**config.mk**
```make
export PLATFORM = sky130hd
export DESIGN_NAME = spi_tx_sequencer_flat
export DESIGN_NICKNAME = d
export VERILOG_FILES = /design/src/rtl/spi_tx_sequencer_pkg.sv /design/src/rtl/spi_tx_sequencer_if.sv /design/src/rtl/spi_seq_fifo.sv /design/src/rtl/spi_tx_sequencer.sv /design/src/flat_wrapper.sv
export SDC_FILE = /design/constraint.sdc
export NUM_CORES = 1
export LEC_CHECK = 0
export ABC_AREA = 1
export BUFFER_PORTS_ARGS = -buffer_cell sky130_fd_sc_hd__buf_2
export CAP_MARGIN = 20
export CORE_ASPECT_RATIO = 1.4
export CORE_MARGIN = 1
export CORE_UTILIZATION = 61
export DETAILED_ROUTE_END_ITERATION = 10
export GPL_TIMING_DRIVEN = 0
export PLACE_DENSITY = 0.85
export SYNTH_ARGS = -nofsm -noshare
export SYNTH_HDL_FRONTEND = slang
export SYNTH_SLANG_ARGS = --single-unit
```
**constraint.sdc**
```tcl
create_clock -name sysClkIn -period 2.2 [get_ports sysClkIn]
set_input_delay 0.33 -clock sysClkIn [delete_from_list [all_inputs] [get_ports sysClkIn]]
set_output_delay 0.33 -clock sysClkIn [all_outputs]
set_load 0.05 [all_outputs]
```
**src/rtl/spi_tx_sequencer_pkg.sv**
```systemverilog
// Shared types for the SPI transmit sequencer: byte payload and sequencer FSM states.
package spi_tx_sequencer_pkg;

    localparam int unsigned BYTE_W = 8;

    typedef logic [BYTE_W-1:0] spi_byte_t;

    typedef enum logic [2:0] {
        IDLE    = 3'd0,
        PRESENT = 3'd1,
        ACTIVE  = 3'd2,
        RELEASE = 3'd3,
        GAP     = 3'd4,
        ABORT   = 3'd5
    } seq_state_e;

endpackage

```
**src/rtl/spi_tx_sequencer_if.sv**
```systemverilog
// Write port and spi_controller-facing handshake of the transmit sequencer.
interface spi_tx_sequencer_if;
    import spi_tx_sequencer_pkg::*;

    logic      wrValidIn;
    logic      wrReadyOut;
    spi_byte_t wrDataIn;
    logic      tValidOut;
    spi_byte_t tDataOut;
    logic      tReadyIn;
    logic      ssIn;

    modport master (
        output wrValidIn, wrDataIn, tReadyIn, ssIn,
        input  wrReadyOut, tValidOut, tDataOut
    );

    modport slave (
        input  wrValidIn, wrDataIn, tReadyIn, ssIn,
        output wrReadyOut, tValidOut, tDataOut
    );

endinterface

```
**src/rtl/spi_seq_fifo.sv**
```systemverilog
// Byte FIFO with registered level/full/empty; pointers wrap naturally, level is one bit wider.
module spi_seq_fifo
    import spi_tx_sequencer_pkg::*;
#(
    parameter int unsigned DEPTH = 16
) (
    input  logic                   sysClkIn,
    input  logic                   sysRstIn,
    input  logic                   push,
    input  logic                   pop,
    input  spi_byte_t              wrData,
    output spi_byte_t              headData_c,
    output logic [$clog2(DEPTH):0] level,
    output logic [$clog2(DEPTH):0] levelNext_c,
    output logic                   full,
    output logic                   empty
);

    localparam int unsigned PTR_W = $clog2(DEPTH);
    localparam int unsigned LVL_W = PTR_W + 1;

    spi_byte_t        mem [DEPTH];
    logic [PTR_W-1:0] wrPtr;
    logic [PTR_W-1:0] rdPtr;
    logic             doPush;
    logic             doPop;

    // A push while full is dropped even if a pop happens in the same cycle.
    assign doPush = push && !full;
    assign doPop  = pop && !empty;

    always_comb begin
        levelNext_c = level;
        if (doPush && !doPop) begin
            levelNext_c = level + LVL_W'(1);
        end else if (!doPush && doPop) begin
            levelNext_c = level - LVL_W'(1);
        end
    end

    always_ff @(posedge sysClkIn or posedge sysRstIn) begin
        if (sysRstIn) begin
            wrPtr <= '0;
            rdPtr <= '0;
            level <= '0;
            full  <= 1'b0;
            empty <= 1'b1;
        end else begin
            if (doPush) wrPtr <= wrPtr + PTR_W'(1);
            if (doPop)  rdPtr <= rdPtr + PTR_W'(1);
            level <= levelNext_c;
            full  <= (levelNext_c == LVL_W'(DEPTH));
            empty <= (levelNext_c == '0);
        end
    end

    always_ff @(posedge sysClkIn) begin
        if (doPush) mem[wrPtr] <= wrData;
    end

    assign headData_c = mem[rdPtr];

endmodule

```
**src/rtl/spi_tx_sequencer.sv**
```systemverilog
// Feeds buffered bytes one at a time to spi_controller, popping each after its SS low->high window.
// Optional inter-byte idle gap is built when SPI_SEQ_GAP_EN is defined.
module spi_tx_sequencer
    import spi_tx_sequencer_pkg::*;
#(
    parameter int unsigned FIFO_DEPTH = 16,
    parameter int unsigned GAP_CYCLES = 4,
    parameter int unsigned SS_TIMEOUT = 64
) (
    input  logic                        sysClkIn,
    input  logic                        sysRstIn,
    spi_tx_sequencer_if.slave           seqIf,
    output logic                        busyOut,
    output logic [$clog2(FIFO_DEPTH):0] levelOut,
    output logic                        timeoutOut
);

    localparam int unsigned LVL_W = $clog2(FIFO_DEPTH) + 1;
    localparam int unsigned TO_W  = (SS_TIMEOUT > 1) ? $clog2(SS_TIMEOUT) : 1;

    seq_state_e       state;
    seq_state_e       stateNext;
    logic [TO_W-1:0]  toCnt;
    logic [TO_W-1:0]  toCntNext;
    logic             toExpired;
    logic             gapDone;
    logic             pushC;
    logic             popC;
    logic             loadData;
    logic             tValidNext;
    logic             timeoutNext;
    logic             busyNext;
    spi_byte_t        headData;
    logic [LVL_W-1:0] fifoLevelNext;
    logic             fifoFull;
    logic             fifoEmpty;

    assign pushC = seqIf.wrValidIn && !fifoFull;
    assign popC  = (state == RELEASE);

    spi_seq_fifo #(.DEPTH(FIFO_DEPTH)) uFifo (
        .sysClkIn    (sysClkIn),
        .sysRstIn    (sysRstIn),
        .push        (pushC),
        .pop         (popC),
        .wrData      (seqIf.wrDataIn),
        .headData_c  (headData),
        .level       (levelOut),
        .levelNext_c (fifoLevelNext),
        .full        (fifoFull),
        .empty       (fifoEmpty)
    );

    assign seqIf.wrReadyOut = !fifoFull;
    assign toExpired        = (toCnt == TO_W'(SS_TIMEOUT - 1));

`ifdef SPI_SEQ_GAP_EN
    // GAP plus the IDLE cycle that follows it together make GAP_CYCLES idle cycles.
    localparam int unsigned GAP_W    = (GAP_CYCLES > 1) ? $clog2(GAP_CYCLES) : 1;
    localparam int unsigned GAP_LAST = (GAP_CYCLES > 2) ? GAP_CYCLES - 2 : 0;

    logic [GAP_W-1:0] gapCnt;

    assign gapDone = (gapCnt == GAP_W'(GAP_LAST));

    always_ff @(posedge sysClkIn or posedge sysRstIn) begin
        if (sysRstIn) begin
            gapCnt <= '0;
        end else if (state == GAP && !gapDone) begin
            gapCnt <= gapCnt + GAP_W'(1);
        end else begin
            gapCnt <= '0;
        end
    end
`else
    assign gapDone = 1'b1;

    // GAP_CYCLES only sizes the gap counter, which this build leaves out.
    if (GAP_CYCLES == 0) begin : gNoGapCycles
    end
`endif

    always_ff @(posedge sysClkIn or posedge sysRstIn) begin
        if (sysRstIn) state <= IDLE;
        else          state <= stateNext;
    end

    always_comb begin
        stateNext = state;
        case (state)
            IDLE:    if (!fifoEmpty && seqIf.tReadyIn) stateNext = PRESENT;
            PRESENT: begin
                if (!seqIf.ssIn)    stateNext = ACTIVE;
                else if (toExpired) stateNext = ABORT;
            end
            ACTIVE:  if (seqIf.ssIn) stateNext = RELEASE;
`ifdef SPI_SEQ_GAP_EN
            RELEASE: stateNext = GAP;
`else
            RELEASE: stateNext = IDLE;
`endif
            GAP:     if (gapDone) stateNext = IDLE;
            ABORT:   stateNext = IDLE;
            default: stateNext = IDLE;
        endcase
    end

    // Next values of the registered outputs, decoded from the upcoming state.
    always_comb begin
        tValidNext  = 1'b0;
        timeoutNext = 1'b0;
        loadData    = 1'b0;
        toCntNext   = '0;
        tValidNext  = (stateNext == PRESENT) || (stateNext == ACTIVE);
        timeoutNext = (stateNext == ABORT);
        loadData    = (state == IDLE) && (stateNext == PRESENT);
        if (state == PRESENT && stateNext == PRESENT) begin
            toCntNext = toCnt + TO_W'(1);
        end
        busyNext    = (fifoLevelNext != '0) || (stateNext != IDLE);
    end

    always_ff @(posedge sysClkIn or posedge sysRstIn) begin
        if (sysRstIn) begin
            seqIf.tValidOut <= 1'b0;
            seqIf.tDataOut  <= '0;
            timeoutOut      <= 1'b0;
            busyOut         <= 1'b0;
            toCnt           <= '0;
        end else begin
            seqIf.tValidOut <= tValidNext;
            if (loadData) seqIf.tDataOut <= headData;
            timeoutOut      <= timeoutNext;
            busyOut         <= busyNext;
            toCnt           <= toCntNext;
        end
    end

endmodule

```
**src/flat_wrapper.sv**
```systemverilog
// flat-port wrapper written by rule: the top's interface ports become plain ports
module spi_tx_sequencer_flat import spi_tx_sequencer_pkg::*;
#(
    parameter int unsigned FIFO_DEPTH = 16,
    parameter int unsigned GAP_CYCLES = 4,
    parameter int unsigned SS_TIMEOUT = 64
)
  (sysClkIn, sysRstIn, busyOut, levelOut, timeoutOut, seqIf_wrValidIn, seqIf_wrDataIn, seqIf_tReadyIn, seqIf_ssIn, seqIf_wrReadyOut, seqIf_tValidOut, seqIf_tDataOut);
  spi_tx_sequencer_if seqIf_i ();
  input  logic sysClkIn;
  input  logic sysRstIn;
  output logic busyOut;
  output logic [$clog2(FIFO_DEPTH):0] levelOut;
  output logic timeoutOut;
  input wire logic [$bits(seqIf_i.wrValidIn)-1:0] seqIf_wrValidIn;
  input wire logic [$bits(seqIf_i.wrDataIn)-1:0] seqIf_wrDataIn;
  input wire logic [$bits(seqIf_i.tReadyIn)-1:0] seqIf_tReadyIn;
  input wire logic [$bits(seqIf_i.ssIn)-1:0] seqIf_ssIn;
  output wire logic [$bits(seqIf_i.wrReadyOut)-1:0] seqIf_wrReadyOut;
  output wire logic [$bits(seqIf_i.tValidOut)-1:0] seqIf_tValidOut;
  output wire logic [$bits(seqIf_i.tDataOut)-1:0] seqIf_tDataOut;
  assign seqIf_i.wrValidIn = seqIf_wrValidIn;
  assign seqIf_i.wrDataIn = seqIf_wrDataIn;
  assign seqIf_i.tReadyIn = seqIf_tReadyIn;
  assign seqIf_i.ssIn = seqIf_ssIn;
  assign seqIf_wrReadyOut = seqIf_i.wrReadyOut;
  assign seqIf_tValidOut = seqIf_i.tValidOut;
  assign seqIf_tDataOut = seqIf_i.tDataOut;
  spi_tx_sequencer #(.FIFO_DEPTH(FIFO_DEPTH), .GAP_CYCLES(GAP_CYCLES), .SS_TIMEOUT(SS_TIMEOUT)) u_core (.sysClkIn(sysClkIn), .sysRstIn(sysRstIn), .seqIf(seqIf_i), .busyOut(busyOut), .levelOut(levelOut), .timeoutOut(timeoutOut));
endmodule
```
==> results.yml <==
clocking:
  clk_path_buf_depth: 2
  root_buffer: "clkbuf_16"
  htreeDepth: 4
  cts_tree: "yes"
  path_clk_slew_ns: 0.06
  clkSinkCount: 163
  cts_inserted_buffers: 17
  worst_skew_pair.late_latency_ns: 0.43
global_route:
  grt_pass1_wl_um: 25010
  grt.overflow.total: 0
  grtUsageTotal_pct: 29.91
  grt_max_degree: 22
  grt_antenna_before_repair: 0
  grt_pass1_vias: 4672
detailed_routing:
  drt-total-wl_um: 16200
  drtIter0Drc: 456
  dr.pass1.iters: 6
  drc_errors: 0
  ant_nets: 0
  via_per_inst: 5.855
  wire_per_inst_um: 20.45
  vias: 4637
setup_path:
  r2r_setup_slack_ns: 0.18
  cp_max_fo: 10
  r2r_end: "u_core.seqIf.tDataOut[4]$_DFFE_PP0P_"
  crit_arrival_ns: 2.38
  cp.required_ns: 2.56
  worstReg2RegStart: "u_core.uFifo.rdPtr[1]$_DFFE_PP0P_"
  worst_setup_path_end_kind: "flip-flop"
  cp-start-kind: "flip-flop"
  critPathKind: "flip-flop to flip-flop"
  reg2reg_depth: 8
placement:
  place_inst: 759
  place_congestion: 0.9402
  dpl-instance-area_um2: 7208
  hpwl_um: 11140
  portBuffers: 29
floorplan:
  initial_core_util_pct: 62.79
  die_area_um2: 11680
  core_um2: 10920
  die-height_um: 127.5
  pin_count: 30
  rows: 45
  die_w_um: 91.62
yosys:
  netlist_instances: 588
  synthFlopType: "edfxtp_1"
  synth_enable_flop_cells: 128
  synth_nets: 609
  synth.yosys.seq_area_share_pct: 68.83
  yosysMostFrequentCell: "nor2_1"
  synthesis.area_um2: 6859
  ys_warn_count: 0
  synthArstFlopShare_pct: 21.47
  synth_common_cells: "nor2_1 (132), edfxtp_1 (128), nand2_1 (72)"
  syn_avg_cell_area_um2: 11.67
  synth_area_leaders: "edfxtp_1 (56%), dfrtp_1 (12%), nor2_1 (7.2%)"
  synth_top_area_share_pct: 56.04
  synth_area_leader_cell: "edfxtp_1"
  ys_seq_elements: 163
  synth_cell_type_count: 34
min_path:
  hold_depth: 3
  whs_endpoint: "u_core.uFifo.wrPtr[0]$_DFFE_PP0P_"
  hp-class: "primary input to flip-flop"
  min_from: "seqIf_wrValidIn"
timing:
  report.final.slew_viol_count: 0
  fin_crit_sh_pct: 91.95
  worst_pin_slew_ns: 0.9301
  report.final.hold_viol_count: 0
  finalSetupViolCount: 0
  maxSlewHeadroom_pct: 37.77
  period_minus_slack_ns: 2.023
  fin_worst_skew_ns: 0.008339
  tns_ns: 0
  rsz0062_at_grt: "no"
  max_freq_ghz: 0.4944
cells_and_area:
  drive_gt1_share_pct: 15.21
  syn_to_final_growth_pct: 13.81
  diodes: 0
  finish.instance_area_um2: 7806
  fin_cells: 792
  nNetsFinal: 659
  n_fill_cell: 769
flow_run:
  drv_cap: 0
pwr:
  power_density_nw_per_um2: 1436
  leakage_uw: 0.002998
  ir_drop_v: 0.0009758
run_status:
  status: "complete, no violations"
## power by group
group	switching (uW)	internal (uW)	leakage, uW
Combinational	3080	1200	0.00112
Sequential	226	3820	0.00159
Clock	1270	1610	0.000293
Total	4580	6630	0.00300
## how the worst max path moves through the flow
stage                                            from                              endpoint  slack, ns  depth (start not counted)
floorplan                 u_core.uFifo.full$_DFF_PP0_     u_core.uFifo.mem[11][0]$_DFFE_PP_       0.28                          6
global placement    u_core.uFifo.rdPtr[1]$_DFFE_PP0P_  u_core.seqIf.tDataOut[7]$_DFFE_PP0P_       0.25                          8
detailed placement  u_core.uFifo.rdPtr[1]$_DFFE_PP0P_  u_core.seqIf.tDataOut[3]$_DFFE_PP0P_       0.21                          8
CTS                 u_core.uFifo.rdPtr[1]$_DFFE_PP0P_  u_core.seqIf.tDataOut[3]$_DFFE_PP0P_       0.18                          8
global route        u_core.uFifo.rdPtr[1]$_DFFE_PP0P_  u_core.seqIf.tDataOut[3]$_DFFE_PP0P_      0.004                          8
finish              u_core.uFifo.rdPtr[1]$_DFFE_PP0P_  u_core.seqIf.tDataOut[4]$_DFFE_PP0P_       0.18                          8
## routing by layer
| layer | part of all wire [%] | track usage [%] | vias to the layer above | routed length, um |
|---|---|---|---|---|
| li1 | - | - | 2146 | - |
| met1 | 36 | 34.35 | 2220 | 5905 |
| met2 | 52 | 52.15 | 211 | 8411 |
| met3 | 6.5 | 7.024 | 60 | 1049 |
| met4 | 5.1 | 15.41 | 0 | 832 |
| met5 | 0 | 0 | - | 0 |
## area by class of cell
type                            count  area (um^2)  share of cell area [%]
Timing Repair Buffer               31        182.7                   2.340
Sequential cell                   163         4721                   60.47
Tap cell                          141        176.4                   2.260
Clock buffer                       19        475.5                   6.091
Buffer                             27        163.9                   2.100
Clock inverter                     13        112.6                   1.443
Multi-Input combinational cell    370         1869                   23.95
Inverter                           28        105.1                   1.346
## cell families (layout without fill, tap and decap cells)
group                    Yosys count  count (layout)  synth area share [%]
buffers and inverters             55             118                 3.922
adder cells (fa/ha/maj)            8               8                 1.459
flip-flops                       163             163                 68.83
XOR/XNOR                          11              11                 1.405
AND/OR/NAND/NOR                  248             248                 15.63
AO/OA/AOI/OAI                    103             103                 8.756
## timing repair
item / in CTS / in global routing
buffers inserted: 0 / 0
gates resized for setup: 0 / 1
hold buffers: 1 / 0
endpoints found under the setup margin: 0 / 1
hold endpoints to repair: 14 / 0
## critical path: stages (launching register included)
cell	delay, ns
dfrtp_1	0.35
buf_2	0.24
clkbuf_1	0.39
o21ai_0	0.17
o211ai_1	0.42
nand3_1	0.14
nand2_1	0.12
nand2_1	0.06
nand2_1	0.07
## cell usage in the layout, fill, tap and decap left out, types with 3 or more instances in the layout
master,count
clkbuf_1,7
clkbuf_16,19
buf_6,6
o211ai_1,32
buf_2,39
nor2_1,132
o21ai_1,9
inv_2,4
dfrtp_1,34
inv_6,4
nand2_1,72
inv_1,24
nand4_1,3
o21ai_0,59
xor2_1,10
clkinv_4,5
ha_1,8
nand3_1,26
edfxtp_1,128
## flip-flops by register name (all words and copies together), names as in the netlist
name                    cells
u_core.uFifo.mem          128
u_core.seqIf.tDataOut       8
u_core.toCnt                6
u_core.uFifo.level          5
u_core.uFifo.rdPtr          4
u_core.uFifo.wrPtr          4
u_core.state                3
u_core.busyOut              1
u_core.seqIf.tValidOut      1
u_core.timeoutOut           1
u_core.uFifo.empty          1
u_core.uFifo.full           1
## metrics by stage
step / util [%] / hold slack (ns) / total power (uW) / setup slack (ns)
6_report: 71.47 / 0.1966 / 11210 / 0.1772
5_1_grt: 71.47 / 0.2228 / 11740 / 0.004429
4_1_cts: 71.47 / 0.1916 / 11190 / 0.1833
3_5_place_dp: 65.99 / 0.4425 / 8289 / 0.2117
3_3_place_gp: 65.74 / 0.4441 / 8132 / 0.2516
2_1_floorplan: - / 0.4289 / 7015 / 0.2834
Power figures use the tool's default switching activity.
